==> config.mk <==
export PLATFORM = sky130hd
export DESIGN_NAME = addr_scan_controller
export DESIGN_NICKNAME = d
export VERILOG_FILES = /design/src/rtl/addr_scan_controller_pkg.sv /design/src/rtl/addr_tag_delay.sv /design/src/rtl/addr_scan_controller.sv
export SDC_FILE = /design/constraint.sdc
export NUM_CORES = 1
export LEC_CHECK = 0
export ABC_AREA = 1
export BUFFER_PORTS_ARGS = -buffer_cell sky130_fd_sc_hd__buf_2
export CORE_MARGIN = 5
export CORE_UTILIZATION = 35
export CTS_CLUSTER_DIAMETER = 30
export DETAILED_ROUTE_END_ITERATION = 8
export GPL_TIMING_DRIVEN = 0
export PLACE_DENSITY = 0.5
export SYNTH_ARGS = -nofsm -noshare
export SYNTH_HDL_FRONTEND = slang
export SYNTH_HIERARCHICAL = 1
export SYNTH_SLANG_ARGS = --single-unit
==> constraint.sdc <==
create_clock -name clk -period 4 [get_ports clk]
set_input_delay 0.8 -clock clk [delete_from_list [all_inputs] [get_ports clk]]
set_output_delay 0.8 -clock clk [all_outputs]
set_load 0.01 [all_outputs]
==> src/rtl/addr_scan_controller_pkg.sv <==
// Shared types and defaults for the tile raster-scan controller and the
// address-generator wrapper that consumes its coordinates.
package addr_scan_controller_pkg;

  localparam int DEF_COORD_W  = 15;
  localparam int DEF_CNT_W    = 15;
  localparam int DEF_CREDITS  = 8;
  // Pipeline depth of the row*ROW_PITCH+col generator; the tag delay must match it.
  localparam int ADDR_GEN_LAT = 3;

  typedef enum logic [1:0] {
    ST_IDLE  = 2'd0,
    ST_SCAN  = 2'd1,
    ST_DRAIN = 2'd2,
    ST_DONE  = 2'd3
  } scan_state_e;

  typedef struct packed {
    logic vld;
    logic last;
  } addr_tag_t;

endpackage

==> src/rtl/addr_tag_delay.sv <==
// Fixed-depth shift register carrying the {vld,last} tag alongside the
// address generator pipeline so the tag lands in the same cycle as S.
module addr_tag_delay
  import addr_scan_controller_pkg::*;
#(
  parameter int LAT = ADDR_GEN_LAT
) (
  input  logic      clk,
  input  logic      reset_n,
  input  addr_tag_t i_tag,
  output addr_tag_t o_tag,
  output logic      o_empty_next
);

  addr_tag_t r_stage [LAT];

  always_ff @(posedge clk or negedge reset_n) begin
    if (!reset_n) begin
      // NOTE: the stages are reset (unlike a data RAM) because a stale vld left
      // in the line would emit a phantom address after reset.
      for (int i = 0; i < LAT; i++) begin
        r_stage[i] <= '0;
      end
    end else begin
      // NOTE: non-blocking assignments let every stage sample its predecessor's
      // old value, which is what makes this a shift register rather than a wire.
      r_stage[0] <= i_tag;
      for (int i = 1; i < LAT; i++) begin
        r_stage[i] <= r_stage[i-1];
      end
    end
  end

  assign o_tag = r_stage[LAT-1];

  // True when nothing sits behind the output stage: the line is empty once the
  // current output (if any) retires at the next edge.
  always_comb begin
    o_empty_next = 1'b1;
    for (int i = 0; i < LAT - 1; i++) begin
      if (r_stage[i].vld) begin
        o_empty_next = 1'b0;
      end
    end
  end

endmodule

==> src/rtl/addr_scan_controller.sv <==
// Raster-scans a strided tile, presenting one row/col pair per cycle to the address
// generator when downstream credits allow, with a {vld,last} tag aligned to S.
module addr_scan_controller
  import addr_scan_controller_pkg::*;
#(
  parameter int COORD_W  = DEF_COORD_W,
  parameter int ADDR_LAT = ADDR_GEN_LAT,
  parameter int CREDITS  = DEF_CREDITS,
  parameter int CNT_W    = DEF_CNT_W
) (
  input  logic               clk,
  input  logic               reset_n,
  input  logic               start,
  input  logic [COORD_W-1:0] base_row,
  input  logic [COORD_W-1:0] base_col,
  input  logic [CNT_W-1:0]   tile_h,
  input  logic [CNT_W-1:0]   tile_w,
  input  logic [CNT_W-1:0]   stride,
  input  logic               credit_ret,
  output logic [COORD_W-1:0] row_o,
  output logic [COORD_W-1:0] col_o,
  output logic               coord_vld,
  output logic               addr_vld,
  output logic               addr_last,
  output logic               busy,
  output logic               done
);

  localparam int                CRED_W   = $clog2(CREDITS + 1);
  localparam logic [CRED_W-1:0] CRED_MAX = CRED_W'(CREDITS);
  localparam logic [CRED_W-1:0] CRED_ONE = CRED_W'(1);
  localparam logic [CNT_W-1:0]  CNT_ONE  = CNT_W'(1);

  scan_state_e r_state;
  scan_state_e w_state_nxt;

  logic [COORD_W-1:0] r_base_col;
  logic [CNT_W-1:0]   r_tile_h;
  logic [CNT_W-1:0]   r_tile_w;
  logic [CNT_W-1:0]   r_stride;

  // Next point to present (indices plus its running coordinates) and the last
  // point actually issued, which row_o/col_o show while stalled.
  logic [CNT_W-1:0]   r_h_idx;
  logic [CNT_W-1:0]   r_w_idx;
  logic [COORD_W-1:0] r_row_cur;
  logic [COORD_W-1:0] r_col_cur;
  logic [COORD_W-1:0] r_row_last;
  logic [COORD_W-1:0] r_col_last;

  logic [CRED_W-1:0]  r_credits;

  logic               w_start_ok;
  logic               w_issue;
  logic               w_w_end;
  logic               w_is_last;
  logic               w_tags_drained;
  logic [COORD_W-1:0] w_stride_c;
  addr_tag_t          w_tag_in;
  addr_tag_t          w_tag_out;

  assign w_start_ok = (r_state == ST_IDLE) && start;
  assign w_w_end    = (r_w_idx == r_tile_w - CNT_ONE);
  assign w_is_last  = w_w_end && (r_h_idx == r_tile_h - CNT_ONE);
  assign w_stride_c = COORD_W'(r_stride);

  // ---------------------------------------------------------------- FSM
  always_ff @(posedge clk or negedge reset_n) begin
    if (!reset_n) begin
      r_state <= ST_IDLE;
    end else begin
      r_state <= w_state_nxt;
    end
  end

  always_comb begin
    // NOTE: every signal driven here gets a default first, so no branch can
    // leave one unassigned and infer a latch.
    w_state_nxt = r_state;
    w_issue     = 1'b0;
    coord_vld   = 1'b0;
    busy        = 1'b0;
    done        = 1'b0;
    unique case (r_state)
      ST_IDLE: begin
        if (start) begin
          w_state_nxt = (tile_h == '0 || tile_w == '0) ? ST_DONE : ST_SCAN;
        end
      end
      ST_SCAN: begin
        busy = 1'b1;
        if (r_credits != '0) begin
          w_issue   = 1'b1;
          coord_vld = 1'b1;
          if (w_is_last) begin
            w_state_nxt = ST_DRAIN;
          end
        end
      end
      ST_DRAIN: begin
        busy = 1'b1;
        if (w_tags_drained) begin
          w_state_nxt = ST_DONE;
        end
      end
      ST_DONE: begin
        done        = 1'b1;
        w_state_nxt = ST_IDLE;
      end
      default: w_state_nxt = ST_IDLE;
    endcase
  end

  // ---------------------------------------------------------------- config
  always_ff @(posedge clk or negedge reset_n) begin
    if (!reset_n) begin
      r_base_col <= '0;
      r_tile_h   <= '0;
      r_tile_w   <= '0;
      r_stride   <= '0;
    end else if (w_start_ok) begin
      r_base_col <= base_col;
      r_tile_h   <= tile_h;
      r_tile_w   <= tile_w;
      r_stride   <= (stride == '0) ? CNT_ONE : stride;
    end
  end

  // ---------------------------------------------------------------- scan walk
  // Coordinates advance by adding the stride; they wrap modulo 2^COORD_W.
  always_ff @(posedge clk or negedge reset_n) begin
    if (!reset_n) begin
      r_h_idx    <= '0;
      r_w_idx    <= '0;
      r_row_cur  <= '0;
      r_col_cur  <= '0;
      r_row_last <= '0;
      r_col_last <= '0;
    end else if (w_start_ok) begin
      r_h_idx   <= '0;
      r_w_idx   <= '0;
      r_row_cur <= base_row;
      r_col_cur <= base_col;
    end else if (w_issue) begin
      r_row_last <= r_row_cur;
      r_col_last <= r_col_cur;
      if (w_w_end) begin
        r_w_idx   <= '0;
        r_h_idx   <= r_h_idx + CNT_ONE;
        r_col_cur <= r_base_col;
        r_row_cur <= r_row_cur + w_stride_c;
      end else begin
        r_w_idx   <= r_w_idx + CNT_ONE;
        r_col_cur <= r_col_cur + w_stride_c;
      end
    end
  end

  assign row_o = coord_vld ? r_row_cur : r_row_last;
  assign col_o = coord_vld ? r_col_cur : r_col_last;

  // ---------------------------------------------------------------- credits
  // Issue and return in the same cycle cancel; a return while full is dropped.
  always_ff @(posedge clk or negedge reset_n) begin
    if (!reset_n) begin
      r_credits <= CRED_MAX;
    end else if (w_issue && !credit_ret) begin
      r_credits <= r_credits - CRED_ONE;
    end else if (!w_issue && credit_ret && (r_credits != CRED_MAX)) begin
      r_credits <= r_credits + CRED_ONE;
    end
  end

  // ---------------------------------------------------------------- tag delay
  assign w_tag_in.vld  = coord_vld;
  assign w_tag_in.last = coord_vld && w_is_last;

  addr_tag_delay #(
    .LAT (ADDR_LAT)
  ) u_tag_delay (
    .clk          (clk),
    .reset_n      (reset_n),
    .i_tag        (w_tag_in),
    .o_tag        (w_tag_out),
    .o_empty_next (w_tags_drained)
  );

  assign addr_vld  = w_tag_out.vld;
  assign addr_last = w_tag_out.last;

endmodule

== Yosys cells after proc, flatten, opt, wreduce, memory -nomap -nowiden ==
Cells that the tools add are included.

* Bits in registers: 162
* Latch bits: 0
* Bits in writable memories: 0
* Memory bits (read-only): 0
* Input port bits: 79
* Memories: 0

* Add/subtract/negate cells: 8
* Multipliers: 0
* Divide/modulo/power cells: 0
* $lt $le $gt $ge: 0
* Equality and inequality tests: 10
* Shifts and indexed selects: 0
* Muxes and demuxes: 29
* Bitwise logic cells: 0
* Reduce and logical (&&, ||, !) cells: 20

{| class="wikitable"
|+ Operator list
! cell !! number
|-
| $mux W15 || 15
|-
| $logic_not A15 Y1 || 3
|-
| $add A15 B1 Y15 const B || 2
|-
| $add A15 B15 Y15 || 2
|-
| $eq A15 B15 Y1 || 2
|-
| $sub A15 B1 Y15 const B || 2
|-
| $mux W2 || 5
|-
| $mux W4 || 2
|-
| $pmux W2 S4 || 1
|-
| $logic_and A1 B1 Y1 || 6
|-
| $mux W1 || 6
|-
| $ne A2 B2 Y1 const B || 3
|-
| $reduce_bool A2 Y1 || 3
|-
| $add A4 B1 Y4 const B || 1
|-
| $eq A2 B2 Y1 const B || 2
|-
| $ne A4 B4 Y1 const B || 1
|-
| $reduce_and A4 Y1 || 1
|-
| $reduce_bool A4 Y1 || 1
|-
| $sub A4 B1 Y4 const B || 1
|-
| $eq A2 B1 Y1 const B || 1
|-
| $logic_not A1 Y1 || 2
|-
| $logic_not A2 Y1 || 1
|-
| $ne A2 B1 Y1 const B || 1
|-
| $reduce_and A2 Y1 || 1
|-
| other kinds (2) || 2
|}

== Depth between registers and ports, before layout ==
Gate-level depths: netlist of the first run.

* Word-level depth: 8
* Depth in mapped cells: 17
* Mapped depth without buffers: 17

== Modules after synthesis ==
Netlist of the first run, hierarchy kept.

{| class="wikitable"
|+ By module, submodules not included
! module !! instances !! cells an instance !! area each (um2)
|-
| addr_scan_controller || 1 || 1418 || 10321.1
|-
| addr_tag_delay || 1 || 9 || 168.9
|}

== Worst setup path after synthesis of the first run ==
Ideal clock, no wire load.

* Path kind: flip-flop to output port
* Start: reg r_state[1]
* End: out col_o[0]
* Arrival time: 1522 ps
* Data required time: 3200 ps
* Setup slack: 1678 ps
* Stages on the path, launching flop included: 8
* Buffers on the path: 1
* Cells stage by stage: dfrtp_1 -> inv_1 -> ha_1 -> inv_1 -> nor2_2 -> inv_2 -> clkbuf_1 -> o21ai_0

* Cells in the longest elaborated chain, start to end: 3

{| class="wikitable"
|+ RTL lines
! element !! line !! source
|-
| from (decl) || addr_scan_controller.sv:34 || <nowiki>scan_state_e r_state;</nowiki>
|-
| from (signal assigned) || addr_scan_controller.sv:72 || <nowiki>r_state <= w_state_nxt;</nowiki>
|-
| $eq A2 B1 Y1 || addr_scan_controller.sv:84 || <nowiki>unique case (r_state)</nowiki>
|-
| $mux W1 || addr_scan_controller.sv:84 ||
|-
| named net coord_vld || addr_scan_controller.sv:22 || <nowiki>output logic coord_vld,</nowiki>
|-
| $mux W15 || -- ||
|-
| to (decl) || addr_scan_controller.sv:21 || <nowiki>output logic [COORD_W-1:0] col_o,</nowiki>
|}

The timed path passes the listed nets, and every way through them passes these cells.

== Final worst setup path of the first run ==
* Start: reg r_credits[3]
* End: out col_o[14]

* Cells in the longest elaborated chain, start to end: 4

{| class="wikitable"
|+ RTL lines
! element !! line !! source
|-
| from (decl) || addr_scan_controller.sv:51 || <nowiki>logic [CRED_W-1:0] r_credits;</nowiki>
|-
| from (signal assigned) || addr_scan_controller.sv:168 || <nowiki>r_credits <= r_credits - CRED_ONE;</nowiki>
|-
| from (signal assigned) || addr_scan_controller.sv:170 || <nowiki>r_credits <= r_credits + CRED_ONE;</nowiki>
|-
| $reduce_bool A4 Y1 || addr_scan_controller.sv:92 || <nowiki>if (r_credits != '0) begin</nowiki>
|-
| $mux W1 || addr_scan_controller.sv:92 ||
|-
| $mux W1 || addr_scan_controller.sv:84 ||
|-
| $mux W15 || -- ||
|}

Every way passes these cells.

==> results of run 1 <==
-- area by class of cell --
class	count	area, µm²	area share (%)
Multi-Input combinational cell	1054	5580	45.8
Sequential cell	162	4060	33.3
Inverter	168	631	5.18
Timing Repair Buffer	114	603	4.96
Tap cell	390	488	4.01
Clock buffer	22	464	3.81
Buffer	43	226	1.86
Clock inverter	10	124	1.02
-- power by group through the flow --
stage	clock [W]	sequential, W	combinational, W
after global placement	0	0.00289	0.00562
after detailed placement	0	0.00289	0.00570
final	0.00169	0.00287	0.00569
after CTS	0.00172	0.00287	0.00573
after global routing	0.00179	0.00295	0.00649
after floorplan	0	0.00266	0.00417
-- worst max-delay path, delay by kind of cell, from the launching register on --
family / cells / cell delay [ns]
DFF: 1 / 0.53
and+or+nand+nor: 2 / 0.47
AOI/OAI and AO/OA: 1 / 0.36
buffers and inverters: 5 / 0.86
-- how the worst max path moves through the flow --
stage | to | startpoint | depth (start not counted)
final | col_o[14] | r_credits[3]$_DFFE_PN1P_ | 8
after global routing | col_o[14] | r_credits[3]$_DFFE_PN1P_ | 8
after CTS | col_o[14] | r_credits[3]$_DFFE_PN1P_ | 8
after detailed placement | col_o[14] | r_credits[3]$_DFFE_PN1P_ | 8
after global placement | r_stride[13]$_DFFE_PN0P_ | reset_n | 1
after floorplan | col_o[0] | r_state[1]$_DFFE_PN0P_ | 7
-- metrics by stage --
stage	total power (W)	util [%]	instances
floorplan	0.00683	-	1427
global placement	0.00851	38.9	1930
detailed placement	0.00859	39.1	1931
CTS	0.0103	41.1	1963
global route	0.0112	41.1	1963
finish	0.0103	41.1	1963
-- cells by family (layout without fill, tap and decap cells) --
group	after synthesis	count (layout)	synth area share [%]
muxes	8	8	0.763
DFF	162	162	38.7
buffers and inverters	211	357	8.17
AOI/OAI and AO/OA	206	206	11.2
xor gates and xnor gates	63	63	5.39
adders and majority gates	42	42	5.22
and+or+nand+nor	735	735	30.6
-- cells in the mapped netlist, types with 9 or more instances --
cell type	number	area, µm²
a21oi_1	33	165
clkbuf_1	25	93.8
dfrtp_1	161	4030
ha_1	39	488
inv_1	162	608
nand2_1	451	1690
nand3_1	85	425
nand3b_1	9	67.6
nand4_1	19	119
nor2_1	100	375
nor3_1	14	70.1
nor4_1	14	87.6
o21ai_0	118	591
o21ai_2	22	193
o22ai_1	12	75.1
or2_2	11	68.8
xnor2_1	22	193
xor2_1	40	350
-- routing by layer --
metal | wire length [µm] | GRT usage, % | up-vias
li1 | - | - | 4860
met1 | 16300 | 28.5 | 4534
met2 | 15500 | 32.2 | 144
met3 | 981 | 2.52 | 14
met4 | 227 | 3.96 | 0
met5 | 0 | 0 | -
==> results.json, run 1 <==
{
  "grt.overflow.total": 0,
  "yosysUniqueCellTypes": 51,
  "dp_slack_ns": 0.770,
  "port_buffers": 113,
  "synth_flop_cell": "dfrtp_1",
  "path_cells": "inv_1 > nand3_1 > inv_1 > nor2_2 > inv_2 > clkbuf_1 > o21ai_0 > buf_2",
  "final_cell_mix": "451 x nand2_1, 162 x inv_1, 161 x dfrtp_1",
  "die_height_um": 183,
  "pin_count": 114,
  "seqPwrFrac_pct": 28.0,
  "clockRootBuffer": "clkbuf_16",
  "cp_slowest_stage_delay_ns": 0.53,
  "maxSlewViolCount": 0,
  "cp_slowest_cell": "dfstp_2",
  "cts_hold_buf": 0,
  "layout_setup_ws_ns": 0.528,
  "drt_iter0_drc": 577,
  "timing.slew.headroom_pct": 36.4,
  "syn_inst": 1427,
  "ctsHtreeMaxLevel": 4,
  "tightest_slew_ns": 0.955,
  "final.fill_count": 3186,
  "gp_congestion": 0.908,
  "cap_violations": 0,
  "crit_top_cell": "inv_1",
  "ys_seq_area_share_pct": 38.7,
  "drcViolationCount": 0,
  "p_leak_nw": 6.14,
  "cts_buffers": 17,
  "syn_area_um2": 10500,
  "r2r_start": "r_state[0]$_DFFE_PN0P_",
  "clkTransAtPathRegs_ns": 0.07,
  "antennaDiodeCount": 0,
  "start_util_pct": 35.4,
  "dr.pass1.iters": 5,
  "holdWs_ns": 0.323,
  "clkPwrFrac_pct": 16.5,
  "swShare_pct": 48.7,
  "clockBufferDepth": 2,
  "drive_gt1_share_pct": 13.9,
  "cts_tree": "built",
  "synth-edff-count": 0,
  "max_freq_mhz": 288,
  "design_area_um2": 12200,
  "setup_viol": 0,
  "final.setup_skew_ns": 0.0164,
  "async_flop_share_pct": 100,
  "pwr_density_cell_nw_per_um2": 843,
  "vias": 9552,
  "crit_fanout": 10,
  "dp_hpwl_um": 25600,
  "cts_resized": 0,
  "place_area_um2": 11600,
  "area_growth_pct": 16.0,
  "final_common_cell": "nand2_1",
  "antenna_found_initial": 0,
  "grt_pass1_wl_um": 52100,
  "postRouteWirelength_um": 33000,
  "crit_arrival_ns": 2.67,
  "wl_per_cell_um": 16.8,
  "grt_usage_pct": 19.8,
  "timing.rr.end": "r_tile_h[0]$_DFFE_PN0P_",
  "crit_type": "reg2out",
  "synth-seq-cells": 162,
  "cts_sinks": 162,
  "die_area_um2": 33500,
  "yosys_warnings": 6,
  "status": "complete, no violations",
  "die_width_um": 183,
  "fp-row-count": 63,
  "postCtsSetupRepairBufs": 0,
  "intPower_w": 0.00526,
  "syn_avg_cell_area_um2": 7.35,
  "min_period_over_period_pct": 86.8,
  "worst-r2r-cell-count": 9,
  "antenna_left": 0,
  "syn_nets": 1548,
  "power.switching_w": 0.00499,
  "period_needed_ns": 3.47,
  "pwr-share-comb_pct": 55.5,
  "clk_latency_ns": 0.44,
  "critPathRequiredTime_ns": 3.20,
  "vias_per_cell": 4.87,
  "core_um2": 29600,
  "rsz0062_at_grt": "false",
  "nets": 1681,
  "hp-class": "in2async",
  "grt_max_degree": 93,
  "hold_viol_final": 0,
  "reg2reg_setup_slack_ns": 0.93,
  "worstSetupStartpointType": "flip-flop",
  "tns_ns": 0,
  "peakVddDrop_mv": 0.314,
  "cp-end-kind": "output port",
  "grt_pass1_vias": 9386
}
No activity file was read; power rests on OpenSTA's default activity.
==> run 2: changes to the inputs <==
--- a/config.mk
+++ b/config.mk
@@ -13,6 +13,7 @@
 export DETAILED_ROUTE_END_ITERATION = 8
 export GPL_TIMING_DRIVEN = 0
 export PLACE_DENSITY = 0.5
+export RECOVER_POWER = 50
 export SYNTH_ARGS = -nofsm -noshare
 export SYNTH_HDL_FRONTEND = slang
 export SYNTH_HIERARCHICAL = 1
==> results.json, run 2 (synthesis gave the netlist of run 1 again) <==
{
  "cts_buffers": 17,
  "vias_per_cell": 4.88,
  "clockBufferDepth": 2,
  "drive_gt1_share_pct": 13.4,
  "cts_sinks": 162,
  "grt_max_degree": 93,
  "crit_arrival_ns": 2.68,
  "fp-row-count": 63,
  "period_needed_ns": 3.48,
  "worstSetupStartpointType": "flip-flop",
  "cts_resized": 0,
  "grt.overflow.total": 0,
  "crit_type": "reg2out",
  "pwr_density_cell_nw_per_um2": 843,
  "hp-class": "reg2reg",
  "dr.pass1.iters": 5,
  "wl_per_cell_um": 16.8,
  "antenna_found_initial": 0,
  "tightest_slew_ns": 1.87,
  "postRouteWirelength_um": 32900,
  "final_cell_mix": "453 x nand2_1, 162 x inv_1, 161 x dfrtp_1",
  "layout_setup_ws_ns": 0.521,
  "die_height_um": 183,
  "cp-end-kind": "output port",
  "postCtsSetupRepairBufs": 0,
  "dp_slack_ns": 0.770,
  "port_buffers": 113,
  "p_leak_nw": 6.11,
  "peakVddDrop_mv": 0.312,
  "final.fill_count": 3194,
  "crit_fanout": 10,
  "cts_tree": "built",
  "area_growth_pct": 15.4,
  "antenna_left": 0,
  "hold_viol_final": 0,
  "fin_cells": 1963,
  "grt_usage_pct": 19.8,
  "dp_hpwl_um": 25600,
  "nets": 1681,
  "final.setup_skew_ns": 0.0156,
  "grt_pass1_vias": 9386,
  "clockRootBuffer": "clkbuf_16",
  "vias": 9583,
  "start_util_pct": 35.4,
  "pin_count": 114,
  "antennaDiodeCount": 0,
  "timing.slew.headroom_pct": -24.5,
  "cts_hold_buf": 0,
  "dp.cells": 1931,
  "final_common_cell": "nand2_1",
  "maxSlewViolCount": 72,
  "gp_congestion": 0.908,
  "tns_ns": 0,
  "drt_iter0_drc": 589,
  "cap_violations": 1,
  "critPathRequiredTime_ns": 3.20,
  "min_period_over_period_pct": 87.0,
  "grt_pass1_wl_um": 52100,
  "holdWs_ns": 0.351,
  "max_freq_mhz": 287,
  "rsz0062_at_grt": "false",
  "ctsHtreeMaxLevel": 4,
  "core_um2": 29600,
  "setup_viol": 0,
  "die_width_um": 183,
  "status": "finished with violations",
  "violations": "max-capacitance violations, max-slew violations",
  "die_area_um2": 33500,
  "clk_latency_ns": 0.43,
  "clkTransAtPathRegs_ns": 0.07,
  "drcViolationCount": 0
}
run 2: cell count changes in the layout (fill, tap and decap cells not counted), sizes merged:
cell    previous run  this run
clkbuf            47        54
buf              132       125
run 2: critical path, cell delays in order, from the launching register on:
cell	delay, ns
dfstp_2	0.53
inv_1	0.05
nand3_1	0.17
inv_1	0.11
nor2_2	0.30
inv_2	0.24
clkbuf_1	0.27
o21ai_0	0.37
buf_2	0.20
run 2: final timing paths:
kind | from | to | slack (ns) | depth (start not counted)
hold reg to reg | u_tag_delay/r_stage[4]$_DFF_PN0_ | u_tag_delay/r_stage[2]$_DFF_PN0_ | 0.35 | 0
setup reg to reg | r_state[0]$_DFFE_PN0P_ | r_tile_h[0]$_DFFE_PN0P_ | 0.72 | 9
max in group asynchronous | reset_n | r_stride[5]$_DFFE_PN0P_ | 0.81 | 2
min in group asynchronous | reset_n | u_tag_delay/o_tag[0]$_DFF_PN0_ | 0.86 | 1
hold / removal | u_tag_delay/r_stage[4]$_DFF_PN0_ | u_tag_delay/r_stage[2]$_DFF_PN0_ | 0.35 | 0
setup / recovery | r_credits[3]$_DFFE_PN1P_ | col_o[14] | 0.52 | 8
run 2: stage by stage:
stage                     util, %  power (W)  area, µm²
after floorplan                 -    0.00683      10500
after global placement       38.9    0.00851      11500
after detailed placement     39.1    0.00859      11600
after CTS                    41.1     0.0103      12200
after global routing         40.9     0.0112      12100
final                        40.9     0.0102      12100
run 2: power by group:
group          leakage, nW  internal [W]  switching (W)  total (W)
clock network        0.282      0.000962       0.000724    0.00169
registers             2.06       0.00228       0.000586    0.00287
logic                 3.76       0.00200        0.00366    0.00566
total                 6.11       0.00525        0.00497     0.0102
run 2: cell type report:
class,instances,area (µm²),area share (%)
inverter,168,631,5.21
clock buffer,22,464,3.83
clock inverter,10,124,1.02
sequential,162,4060,33.5
tap,390,488,4.03
timing repair buffer,114,568,4.69
buffer,43,219,1.81
multi-input combinational,1054,5560,45.9
run 2: metal layers:
layer | track usage [%] | routed length, µm
met1 | 28.5 | 16200
met2 | 32.2 | 15400
met3 | 2.52 | 1050
met4 | 3.96 | 338
met5 | 0 | 0
==> run 3: changes to the inputs <==
--- a/config.mk
+++ b/config.mk
@@ -9,6 +9,7 @@
 export BUFFER_PORTS_ARGS = -buffer_cell sky130_fd_sc_hd__buf_2
 export CORE_MARGIN = 5
 export CORE_UTILIZATION = 35
+export CTS_BUF_LIST = sky130_fd_sc_hd__clkbuf_4 sky130_fd_sc_hd__clkbuf_8
 export CTS_CLUSTER_DIAMETER = 30
 export DETAILED_ROUTE_END_ITERATION = 8
 export GPL_TIMING_DRIVEN = 0
==> results.json, run 3 (synthesis gave the netlist of run 1 again) <==
{
  "status": "finished with violations",
  "violations": "max-capacitance violations, max-slew violations",
  "critPathRequiredTime_ns": 3.20,
  "crit_arrival_ns": 2.77,
  "grt_max_degree": 93,
  "hp-class": "reg2reg",
  "power.switching_w": 0.00492,
  "p_leak_nw": 6.03,
  "cts_hold_buf": 0,
  "die_area_um2": 33500,
  "dp_slack_ns": 0.770,
  "intPower_w": 0.00490,
  "vias": 9565,
  "hold_viol_final": 0,
  "nets": 1681,
  "cp-end-kind": "output port",
  "drt_iter0_drc": 570,
  "seqPwrFrac_pct": 29.2,
  "rsz0062_at_grt": "false",
  "cap_violations": 1,
  "max_freq_mhz": 280,
  "antenna_left": 0,
  "clockRootBuffer": "clkbuf_8",
  "crit_type": "reg2out",
  "area_growth_pct": 13.8,
  "wl_per_cell_um": 16.8,
  "pin_count": 114,
  "min_period_over_period_pct": 89.2,
  "timing.slew.headroom_pct": -24.7,
  "maxSlewViolCount": 72,
  "port_buffers": 113,
  "cts_resized": 0,
  "swShare_pct": 50.1,
  "setup_viol": 0,
  "clkTransAtPathRegs_ns": 0.09,
  "core_um2": 29600,
  "clk_latency_ns": 0.48,
  "cts_tree": "built",
  "fin_util_pct": 40.3,
  "die_height_um": 183,
  "pwr_density_cell_nw_per_um2": 823,
  "grt_pass1_wl_um": 52000,
  "layout_setup_ws_ns": 0.431,
  "cts_sinks": 162,
  "vias_per_cell": 4.87,
  "postCtsSetupRepairBufs": 0,
  "antenna_found_initial": 0,
  "drive_gt1_share_pct": 13.6,
  "cts_buffers": 17,
  "die_width_um": 183,
  "period_needed_ns": 3.57,
  "gp_congestion": 0.908,
  "worstSetupStartpointType": "flip-flop",
  "grt_pass1_vias": 9382,
  "ctsHtreeMaxLevel": 4,
  "final_cell_mix": "452 x nand2_1, 162 x inv_1, 161 x dfrtp_1",
  "pwr-share-comb_pct": 57.7,
  "tightest_slew_ns": 1.87,
  "postRouteWirelength_um": 33000,
  "crit_fanout": 10,
  "drcViolationCount": 0,
  "dp_hpwl_um": 25600,
  "clockBufferDepth": 2,
  "clkPwrFrac_pct": 13.2,
  "fp-row-count": 63,
  "start_util_pct": 35.4,
  "final_common_cell": "nand2_1",
  "dr.pass1.iters": 5,
  "peakVddDrop_mv": 0.306,
  "final.setup_skew_ns": 0.0256,
  "grt_usage_pct": 19.7,
  "grt.overflow.total": 0
}
## run 3: worst max-delay path, stage by stage, from the launching register on
cell and delay [ns]:
dfstp_2 0.54, inv_1 0.05, nand3_1 0.17, inv_1 0.11, nor2_2 0.33, inv_2 0.25, clkbuf_1 0.27, o21ai_0 0.37
buf_2 0.20
## run 3: final timing paths
check | from | end | slack [ns] | cells past startpoint
worst max register to register | r_state[0]$_DFFE_PN0P_ | r_tile_h[0]$_DFFE_PN0P_ | 0.72 | 9
max in group asynchronous | reset_n | r_stride[5]$_DFFE_PN0P_ | 0.85 | 2
worst max-delay path | r_credits[3]$_DFFE_PN1P_ | col_o[14] | 0.43 | 8
worst min-delay path | u_tag_delay/r_stage[4]$_DFF_PN0_ | u_tag_delay/r_stage[2]$_DFF_PN0_ | 0.36 | 0
worst min register to register | u_tag_delay/r_stage[4]$_DFF_PN0_ | u_tag_delay/r_stage[2]$_DFF_PN0_ | 0.36 | 0
min in group asynchronous | reset_n | u_tag_delay/o_tag[0]$_DFF_PN0_ | 0.82 | 1
## run 3: layout make-up
type                            count  area [µm²]
Clock inverter                     10         124
Clock buffer                       22         284
Multi-Input combinational cell   1054        5570
Tap cell                          390         488
Fill cell                        3218       17700
Sequential cell                   162        4060
Buffer                             43         219
Inverter                          168         631
Timing Repair Buffer              114         568
Antenna cell                        1        2.50
## run 3: layer usage
layer  part of all wire, %  GRT usage (%)  wire (µm)  vias up
li1                      -              -          -     4855
met1                    49           28.4      16000     4540
met2                    47           32.2      15400      149
met3                   3.8           2.82       1260       21
met4                  0.81           3.43        267        0
met5                     0              0          0        -
## run 3: power by group through the flow
| stage | registers [W] | clock network [W] | logic, W |
|---|---|---|---|
| 2_1_floorplan | 0.00266 | 0 | 0.00417 |
| 3_5_place_dp | 0.00289 | 0 | 0.00570 |
| 6_report | 0.00287 | 0.00129 | 0.00567 |
| 4_1_cts | 0.00286 | 0.00133 | 0.00573 |
| 5_1_grt | 0.00295 | 0.00138 | 0.00647 |
| 3_3_place_gp | 0.00289 | 0 | 0.00562 |
## run 3: through the flow
step / hold slack (ns) / std cells / instance area (µm²) / total power, W / TNS, ns
4_1_cts: 0.294 / 1963 / 12000 / 0.00992 / 0
5_1_grt: 0.380 / 1963 / 11900 / 0.0108 / 0
2_1_floorplan: 0.331 / 1427 / 10500 / 0.00683 / 0
3_5_place_dp: 0.336 / 1931 / 11600 / 0.00859 / 0
3_3_place_gp: 0.334 / 1930 / 11500 / 0.00851 / -107.64
6_report: 0.357 / 1964 / 11900 / 0.00983 / 0
